File: src/rtl/instr_mem_loader.sv
// instr_mem_loader: assembles a big-endian byte stream into 32-bit
// instruction words and writes them to consecutive instruction memory
// addresses, starting at word 0, for a programmed number of words.
module instr_mem_loader #(
    parameter int SIZE          = 32,
    parameter int ADDRESS_WIDTH = 6
) (
    input  logic                     clk,
    input  logic                     rst,
    input  logic                     start,
    input  logic [ADDRESS_WIDTH:0]   num_words,
    input  logic                     abort,
    input  logic                     byte_valid,
    input  logic [7:0]               byte_in,
    output logic                     byte_ready,
    output logic                     wr_en,
    output logic [ADDRESS_WIDTH:0]   wr_addr,
    output logic [31:0]              wr_data,
    output logic                     busy,
    output logic                     done,
    output logic                     error,
    output logic [ADDRESS_WIDTH:0]   words_written
);

    localparam int            AW     = ADDRESS_WIDTH + 1;
    localparam logic [AW-1:0] ZERO_W = {AW{1'b0}};
    localparam logic [AW-1:0] ONE_W  = {{(AW-1){1'b0}}, 1'b1};
    localparam logic [AW-1:0] SIZE_W = AW'(SIZE);

    typedef enum logic [1:0] {
        S_IDLE    = 2'd0,
        S_COLLECT = 2'd1,
        S_WRITE   = 2'd2,
        S_DONE    = 2'd3
    } state_t;

    state_t        state_q, state_d;
    logic [1:0]    byte_cnt_q, byte_cnt_d;
    logic [31:0]   asm_q, asm_d;
    logic [AW-1:0] target_q, target_d;
    logic          byte_ready_q, byte_ready_d;
    logic          wr_en_q, wr_en_d;
    logic [AW-1:0] wr_addr_q, wr_addr_d;
    logic [31:0]   wr_data_q, wr_data_d;
    logic          busy_q, busy_d;
    logic          done_q, done_d;
    logic          error_q, error_d;
    logic [AW-1:0] words_written_q, words_written_d;
    logic          byte_acc_s;

    // A byte is consumed only when the loader advertises ready.
    assign byte_acc_s = byte_valid & byte_ready_q;

    // Next-state and next-output logic; outputs are decoded from the next
    // state so that every output leaves a flop.
    always_comb begin
        state_d         = state_q;
        byte_cnt_d      = byte_cnt_q;
        asm_d           = asm_q;
        target_d        = target_q;
        wr_addr_d       = wr_addr_q;
        wr_data_d       = wr_data_q;
        words_written_d = words_written_q;
        error_d         = 1'b0;

        case (state_q)
            S_IDLE: begin
                if (start) begin
                    if (num_words == ZERO_W) begin
                        // Empty load finishes immediately with a done pulse.
                        words_written_d = ZERO_W;
                        wr_addr_d       = ZERO_W;
                        state_d         = S_DONE;
                    end else if (num_words > SIZE_W) begin
                        // Would run past the end of memory: reject.
                        error_d = 1'b1;
                    end else begin
                        target_d        = num_words;
                        words_written_d = ZERO_W;
                        wr_addr_d       = ZERO_W;
                        byte_cnt_d      = 2'd0;
                        asm_d           = 32'h0000_0000;
                        state_d         = S_COLLECT;
                    end
                end else begin
                    state_d = S_IDLE;
                end
            end
            S_COLLECT: begin
                if (abort) begin
                    // Partial word (and any byte arriving now) is dropped.
                    byte_cnt_d = 2'd0;
                    asm_d      = 32'h0000_0000;
                    state_d    = S_IDLE;
                end else if (byte_acc_s) begin
                    byte_cnt_d = byte_cnt_q + 2'd1;
                    case (byte_cnt_q)
                        2'd0: asm_d[31:24] = byte_in;
                        2'd1: asm_d[23:16] = byte_in;
                        2'd2: asm_d[15:8]  = byte_in;
                        2'd3: begin
                            wr_data_d = {asm_q[31:8], byte_in};
                            asm_d     = 32'h0000_0000;
                            state_d   = S_WRITE;
                        end
                        default: begin
                            byte_cnt_d = 2'd0;
                            asm_d      = 32'h0000_0000;
                        end
                    endcase
                end else begin
                    state_d = S_COLLECT;
                end
            end
            S_WRITE: begin
                // The write always completes, even when aborted.
                wr_addr_d       = wr_addr_q + ONE_W;
                words_written_d = words_written_q + ONE_W;
                if (abort) begin
                    state_d = S_IDLE;
                end else if ((words_written_q + ONE_W) == target_q) begin
                    state_d = S_DONE;
                end else begin
                    state_d = S_COLLECT;
                end
            end
            S_DONE: begin
                state_d = S_IDLE;
            end
            default: begin
                state_d = S_IDLE;
            end
        endcase

        byte_ready_d = (state_d == S_COLLECT);
        wr_en_d      = (state_d == S_WRITE);
        busy_d       = (state_d == S_COLLECT) || (state_d == S_WRITE);
        done_d       = (state_d == S_DONE);
    end

    // State and output registers with synchronous active-low reset.
    always_ff @(posedge clk) begin
        if (!rst) begin
            state_q         <= S_IDLE;
            byte_cnt_q      <= 2'd0;
            asm_q           <= 32'h0000_0000;
            target_q        <= ZERO_W;
            byte_ready_q    <= 1'b0;
            wr_en_q         <= 1'b0;
            wr_addr_q       <= ZERO_W;
            wr_data_q       <= 32'h0000_0000;
            busy_q          <= 1'b0;
            done_q          <= 1'b0;
            error_q         <= 1'b0;
            words_written_q <= ZERO_W;
        end else begin
            state_q         <= state_d;
            byte_cnt_q      <= byte_cnt_d;
            asm_q           <= asm_d;
            target_q        <= target_d;
            byte_ready_q    <= byte_ready_d;
            wr_en_q         <= wr_en_d;
            wr_addr_q       <= wr_addr_d;
            wr_data_q       <= wr_data_d;
            busy_q          <= busy_d;
            done_q          <= done_d;
            error_q         <= error_d;
            words_written_q <= words_written_d;
        end
    end

    assign byte_ready    = byte_ready_q;
    assign wr_en         = wr_en_q;
    assign wr_addr       = wr_addr_q;
    assign wr_data       = wr_data_q;
    assign busy          = busy_q;
    assign done          = done_q;
    assign error         = error_q;
    assign words_written = words_written_q;

endmodule

File: config.mk
export PLATFORM = sky130hd
export DESIGN_NAME = instr_mem_loader
export DESIGN_NICKNAME = d
export VERILOG_FILES = /design/src/rtl/instr_mem_loader.sv
export SDC_FILE = /design/constraint.sdc
export NUM_CORES = 1
export LEC_CHECK = 0
export ABC_AREA = 0
export BUFFER_PORTS_ARGS = -buffer_cell sky130_fd_sc_hd__buf_2
export CAP_MARGIN = 5
export CELL_PAD_IN_SITES_DETAIL_PLACEMENT = 1
export CELL_PAD_IN_SITES_GLOBAL_PLACEMENT = 1
export CORE_AREA = 2 2 99 101
export CTS_CLUSTER_DIAMETER = 120
export DETAILED_ROUTE_END_ITERATION = 6
export DIE_AREA = 0 0 101 103
export GPL_TIMING_DRIVEN = 0
export PLACE_DENSITY = 0.74
export SYNTH_ARGS = -nofsm -noshare
export SYNTH_HDL_FRONTEND = slang
export SYNTH_SLANG_ARGS = --single-unit
File: constraint.sdc
create_clock -name clk -period 3 [get_ports clk]
set_input_delay 0.9 -clock clk [delete_from_list [all_inputs] [get_ports clk]]
set_output_delay 0.9 -clock clk [all_outputs]
set_load 0.1 [all_outputs]
Yosys cells after proc, flatten, opt, wreduce, memory -nomap -nowiden
Cells that the tools add are included.
{"block": "totals", "elab_cells": 88, "register_bits": 86}
{"block": "op_classes", "add_sub_neg": 3, "magnitude_cmp": 1, "mux": 31, "n_reduce_logical": 14, "n_eq_ne": 18, "bitwise": 7}
{"operator": "$mux 32", "count": 5}
{"operator": "$pmux 32 s2", "count": 1}
{"operator": "$pmux 8 s2", "count": 3}
{"operator": "$pmux 7 s2", "count": 2}
{"operator": "$mux 2", "count": 13}
{"operator": "$mux 7", "count": 3}
{"operator": "$reduce_and 6->1", "count": 3}
{"operator": "$add 7x1->7 const B", "count": 2}
{"operator": "$eq 2x2->1 const B", "count": 6}
{"operator": "$ne 4x2->1 const B", "count": 3}
{"operator": "$mux 8", "count": 1}
{"operator": "$pmux 2 s4", "count": 1}
{"operator": "$reduce_and 4->1", "count": 2}
{"operator": "$eq 7x7->1", "count": 1}
{"operator": "$gt 7x6->1 const B", "count": 1}
{"operator": "$logic_not 7->1", "count": 1}
{"operator": "$eq 2x1->1 const B", "count": 3}
{"operator": "$ne 2x2->1 const B", "count": 3}
{"operator": "$ne 3x3->1 const B", "count": 2}
{"operator": "$not 1->1", "count": 6}
{"operator": "$reduce_and 5->1", "count": 1}
{"operator": "$logic_not 2->1", "count": 2}
{"operator": "$pmux 2 s2", "count": 1}
{"operator": "$reduce_bool 2->1", "count": 2}
{"operator": "other kinds (6)", "count": 6}

Longest topological paths before layout
{"block": "depth", "ltp_word": 7, "ltp_mapped": 8}

Worst setup path after synthesis
No wires, ideal clock.
{"block": "synth_timing", "path_type": "flip-flop to flip-flop", "from": "register words_written_q[0], in the netlist words_written[0]", "to": "register busy_q, in the netlist busy", "path_stages_with_launch": 9, "n_path_buf": 0, "synth_period_minus_slack_ps": 2911, "setup_time_ps": 65, "arrival_time_ps": 2846, "setup_slack_ps": 89, "path_cell_list": "dfxtp_1 ha_1 nand3_1 or2_2 xnor2_1 o31ai_1 inv_1 ha_1 nor2b_1"}
{"block": "synth_between", "elab_chain_len": 7, "elab_cells_between_ends": 8}
{"element": "from (decl)", "line_no": "48", "source": "logic [AW-1:0] words_written_q, words_written_d;"}
{"element": "from (signal assigned)", "line_no": "168", "source": "words_written_q <= words_written_d;"}
{"element": "$add 7x1->7 *", "line_no": "121", "source": "end else if ((words_written_q + ONE_W) == target_q) begin"}
{"element": "$eq 7x7->1 *", "line_no": "121"}
{"element": "$mux 2 *", "line_no": "121"}
{"element": "$mux 2 *", "line_no": "119", "source": "if (abort) begin"}
{"element": "$pmux 2 s4 *", "line_no": "66", "source": "case (state_q)"}
{"element": "named net state_d[1]", "line_no": "37", "source": "state_t state_q, state_d;"}
{"element": "$eq 2x1->1 / $eq 2x2->1 (equally long branches)", "line_no": "137", "source": "busy_d = (state_d == S_COLLECT) || (state_d == S_WRITE);"}
{"element": "$logic_or 1x1->1 *", "line_no": "137"}
{"element": "to (signal assigned)", "line_no": "165", "source": "busy_q <= busy_d;"}
{"element": "to (decl)", "line_no": "45", "source": "logic busy_q, busy_d;"}
The timed path passes the listed nets; every way through them passes the cells marked *.
A chain may end at the register's enable or synchronous reset.

Worst setup path after layout
{"block": "layout_timing", "from": "input port abort", "to": "register asm_q[30]"}
{"block": "layout_between", "elab_chain_len": 2, "elab_cells_between_ends": 5}
{"element": "from (decl)", "line_no": "12", "source": "input logic abort,"}
{"element": "$ne 4x2->1 (no source line) (tied with other cells)"}
{"element": "$reduce_and 6->1 (no source line) / $pmux 32 s2 (equally long branches)"}
{"element": "to (signal assigned)", "line_no": "159", "source": "asm_q <= asm_d;"}
{"element": "to (decl)", "line_no": "39", "source": "logic [31:0] asm_q, asm_d;"}
Parallel ways exist; a longest one is shown, timed or not.

==> flow_summary.ini <==
[sta]
fin_crit_sh_pct = 86.0
slew_headroom_pct = 34.9
timing.final.ws_setup_ns = 0.420
hold_viol_final = 0
setup_viol = 0
worstMarginPinSlew_ns = 0.975
period_needed_ns = 2.58
fin_skew_ns = 0.0160
slew_viol_final = 0
fmax_mhz = 388
rsz0062_at_grt = false

[logic_synthesis]
synthesis.nets = 434
async_flop_share_pct = 0
synth_edf_count = 0
yosysWarnings = 0
ys_ff_latch = 86
yosysSeqAreaShare_pct = 47.2
synth_area_um2 = 3650
synthDistinctLibCells = 43
synth-main-ff-cell = dfxtp_1
avgSynthCellArea_um2 = 8.98
syn_inst = 406

[finish]
fillers = 1130
register_area_um2 = 1720
num_antenna_cells = 0
final_nets = 514
multi_input_area_um2 = 1790
final_util_pct = 46.1
syn_to_final_growth_pct = 19.6
final_area_um2 = 4360
drive_gt1_share_pct = 20.2

[place]
dpl_cell_area_um2 = 4140
port_buffers = 69
finalWeightedCongestion = 0.758
dp_hpwl_mm = 6.76
pre_cts_slack_ns = -0.00310

[route]
routed_wl_mm = 8.99
wl_per_cell_um = 14.9
route.vias.total = 3010
dr.pass1.iters = 4
drc = 0
routed_via_density = 4.98
drt_iter0_markers = 35
ant_nets = 0

[clock_tree]
cts_resized = 0
cts_htree_levels = 3
cts_setup_buffers = 0
cts_tree = yes
ctsHoldBuffers = 0
cts_root_buffer = clkbuf_8
path_clk_slew_ns = 0.09
clock_path_buffers = 2
cts_buffers = 9
insertion_delay_ns = 0.37
clkSinkCount = 86

[floorplan]
rows = 36
die_area_um2 = 10400
start_util_pct = 38.6
pin_count = 71
die_h_um = 103
die_width_um = 101
core_um2 = 9460

[worst_setup_path]
endpoint_kind = register
r2r-end = busy
path_class = input port to register
reg2reg_depth = 8
critPathMaxFanout = 8
r2r-start = words_written[0]
arrival_ns = 2.87
critPathRequiredTime_ns = 3.29
r2r_setup_slack_ns = 0.46
cp-start-kind = input port

[min_path]
min_delay_path_depth = 2
whs_endpoint = target_q[6]
hold_start = target_q[6]
min_path_type = register to register

[power_and_ir_drop]
peakVddDrop_mv = 0.186
p_leak_uw = 0.00168
power.density_nw_per_um2 = 509

[global_route]
antenna_found_initial = 0
grt_max_degree = 17
grtUsageTotal_pct = 18.5
grt_overflow = 0
grt_pass1_wl_mm = 15.1
grt_pass1_vias = 3022

[flow_run]
max_cap_violations = 0

[outcome]
run_status = complete, no violations
## worst max path at each step
stage,to,depth (start not counted),from,slack (ns)
global route,asm_q[22],5,abort,0.20
CTS,asm_q[19],5,abort,0.36
global placement,asm_q[28],5,abort,0.03
detailed placement,asm_q[28],5,abort,-0.003
finish,asm_q[30],5,abort,0.42
floorplan,busy,8,words_written[0],0.09
## metrics by stage
stage	cells	total power (µW)	hold WS (ns)	setup TNS, ns
2_1_floorplan	406	1270	0.421	0
3_3_place_gp	589	1310	0.435	0
3_5_place_dp	589	1310	0.443	-0.00313
4_1_cts	605	2240	0.457	0
5_1_grt	605	2300	0.485	0
6_report	605	2220	0.458	0
## critical path, cell delays in order
cell,delay (ns)
buf_2,0.13
or3b_2,0.49
nor3b_1,0.82
nand2_1,0.30
mux2i_1,0.21
## flip-flops by register name, indices dropped and copies added (netlist names)
signal / count
asm_q: 24
busy: 1
byte_cnt_q: 2
byte_ready: 1
done: 1
error: 1
state_q: 2
target_q: 7
words_written: 7
wr_addr: 7
wr_data: 32
wr_en: 1
## report_power, final
group,switching [µW],internal [µW]
sequential,5.44,1150
clock,457,479
combinational,78.6,51.6
total,541,1680
## area by class of cell
class / count / area share (%)
Multi-Input combinational cell: 291 / 41.0
Sequential cell: 86 / 39.5
Timing Repair Buffer: 69 / 7.92
Tap cell: 114 / 3.27
Clock buffer: 9 / 2.84
Buffer: 21 / 2.44
Clock inverter: 7 / 2.35
Inverter: 8 / 0.688
## layer usage
layer  GRT usage, %  wire length (µm)
met1           22.5              4030
met2           33.3              4560
met3           4.07               300
met4           4.89                95
met5              0                 0
## synth_stat cells, drive strengths merged (7+ instances only)
library cell / instances / area, µm²
o21ai: 13 / 68.8
and2: 7 / 43.8
nand2: 109 / 409
nor3: 7 / 62.6
mux2i: 30 / 300
nor2: 14 / 52.6
a21boi: 32 / 240
xnor2: 7 / 61.3
dfxtp: 86 / 1720
ha: 8 / 100
inv: 8 / 30.0
nor2b: 13 / 81.3
a21oi: 11 / 55.1
clkbuf: 16 / 60.1
## cell families after synthesis
group / count (synthesis) / share of synthesized area, %
XOR/XNOR: 10 / 2.40
buffers and inverters: 29 / 3.74
flip-flops: 86 / 47.2
AND/OR/NAND/NOR: 175 / 22.6
AO/OA/AOI/OAI: 68 / 13.0
multiplexers: 30 / 8.23
adder cells (fa/ha/maj): 8 / 2.74
## cells in the final DEF, fill, tap and decap left out, types with 2 or more instances in the layout
cell and instances:
nor3_4 2, o21ai_0 12, dlygate4sd3_1 3, inv_6 3
a31oi_1 4, or3_1 4, mux2i_1 30, nor2b_1 13
clkbuf_8 9, nand2_1 109, xnor2_1 7, nand3_1 5
a21oi_1 11, bufinv_16 2, inv_1 8, or2_2 2
xor2_1 3, nor2_1 14, clkbuf_1 16, ha_1 8
a21boi_0 32, nor3_1 4, dfxtp_1 86, nor3b_1 2
and2_1 7, nor4b_1 2, nand2b_1 2, buf_2 70
a22oi_1 2
Note: power is estimated with default switching activity, not from simulation.
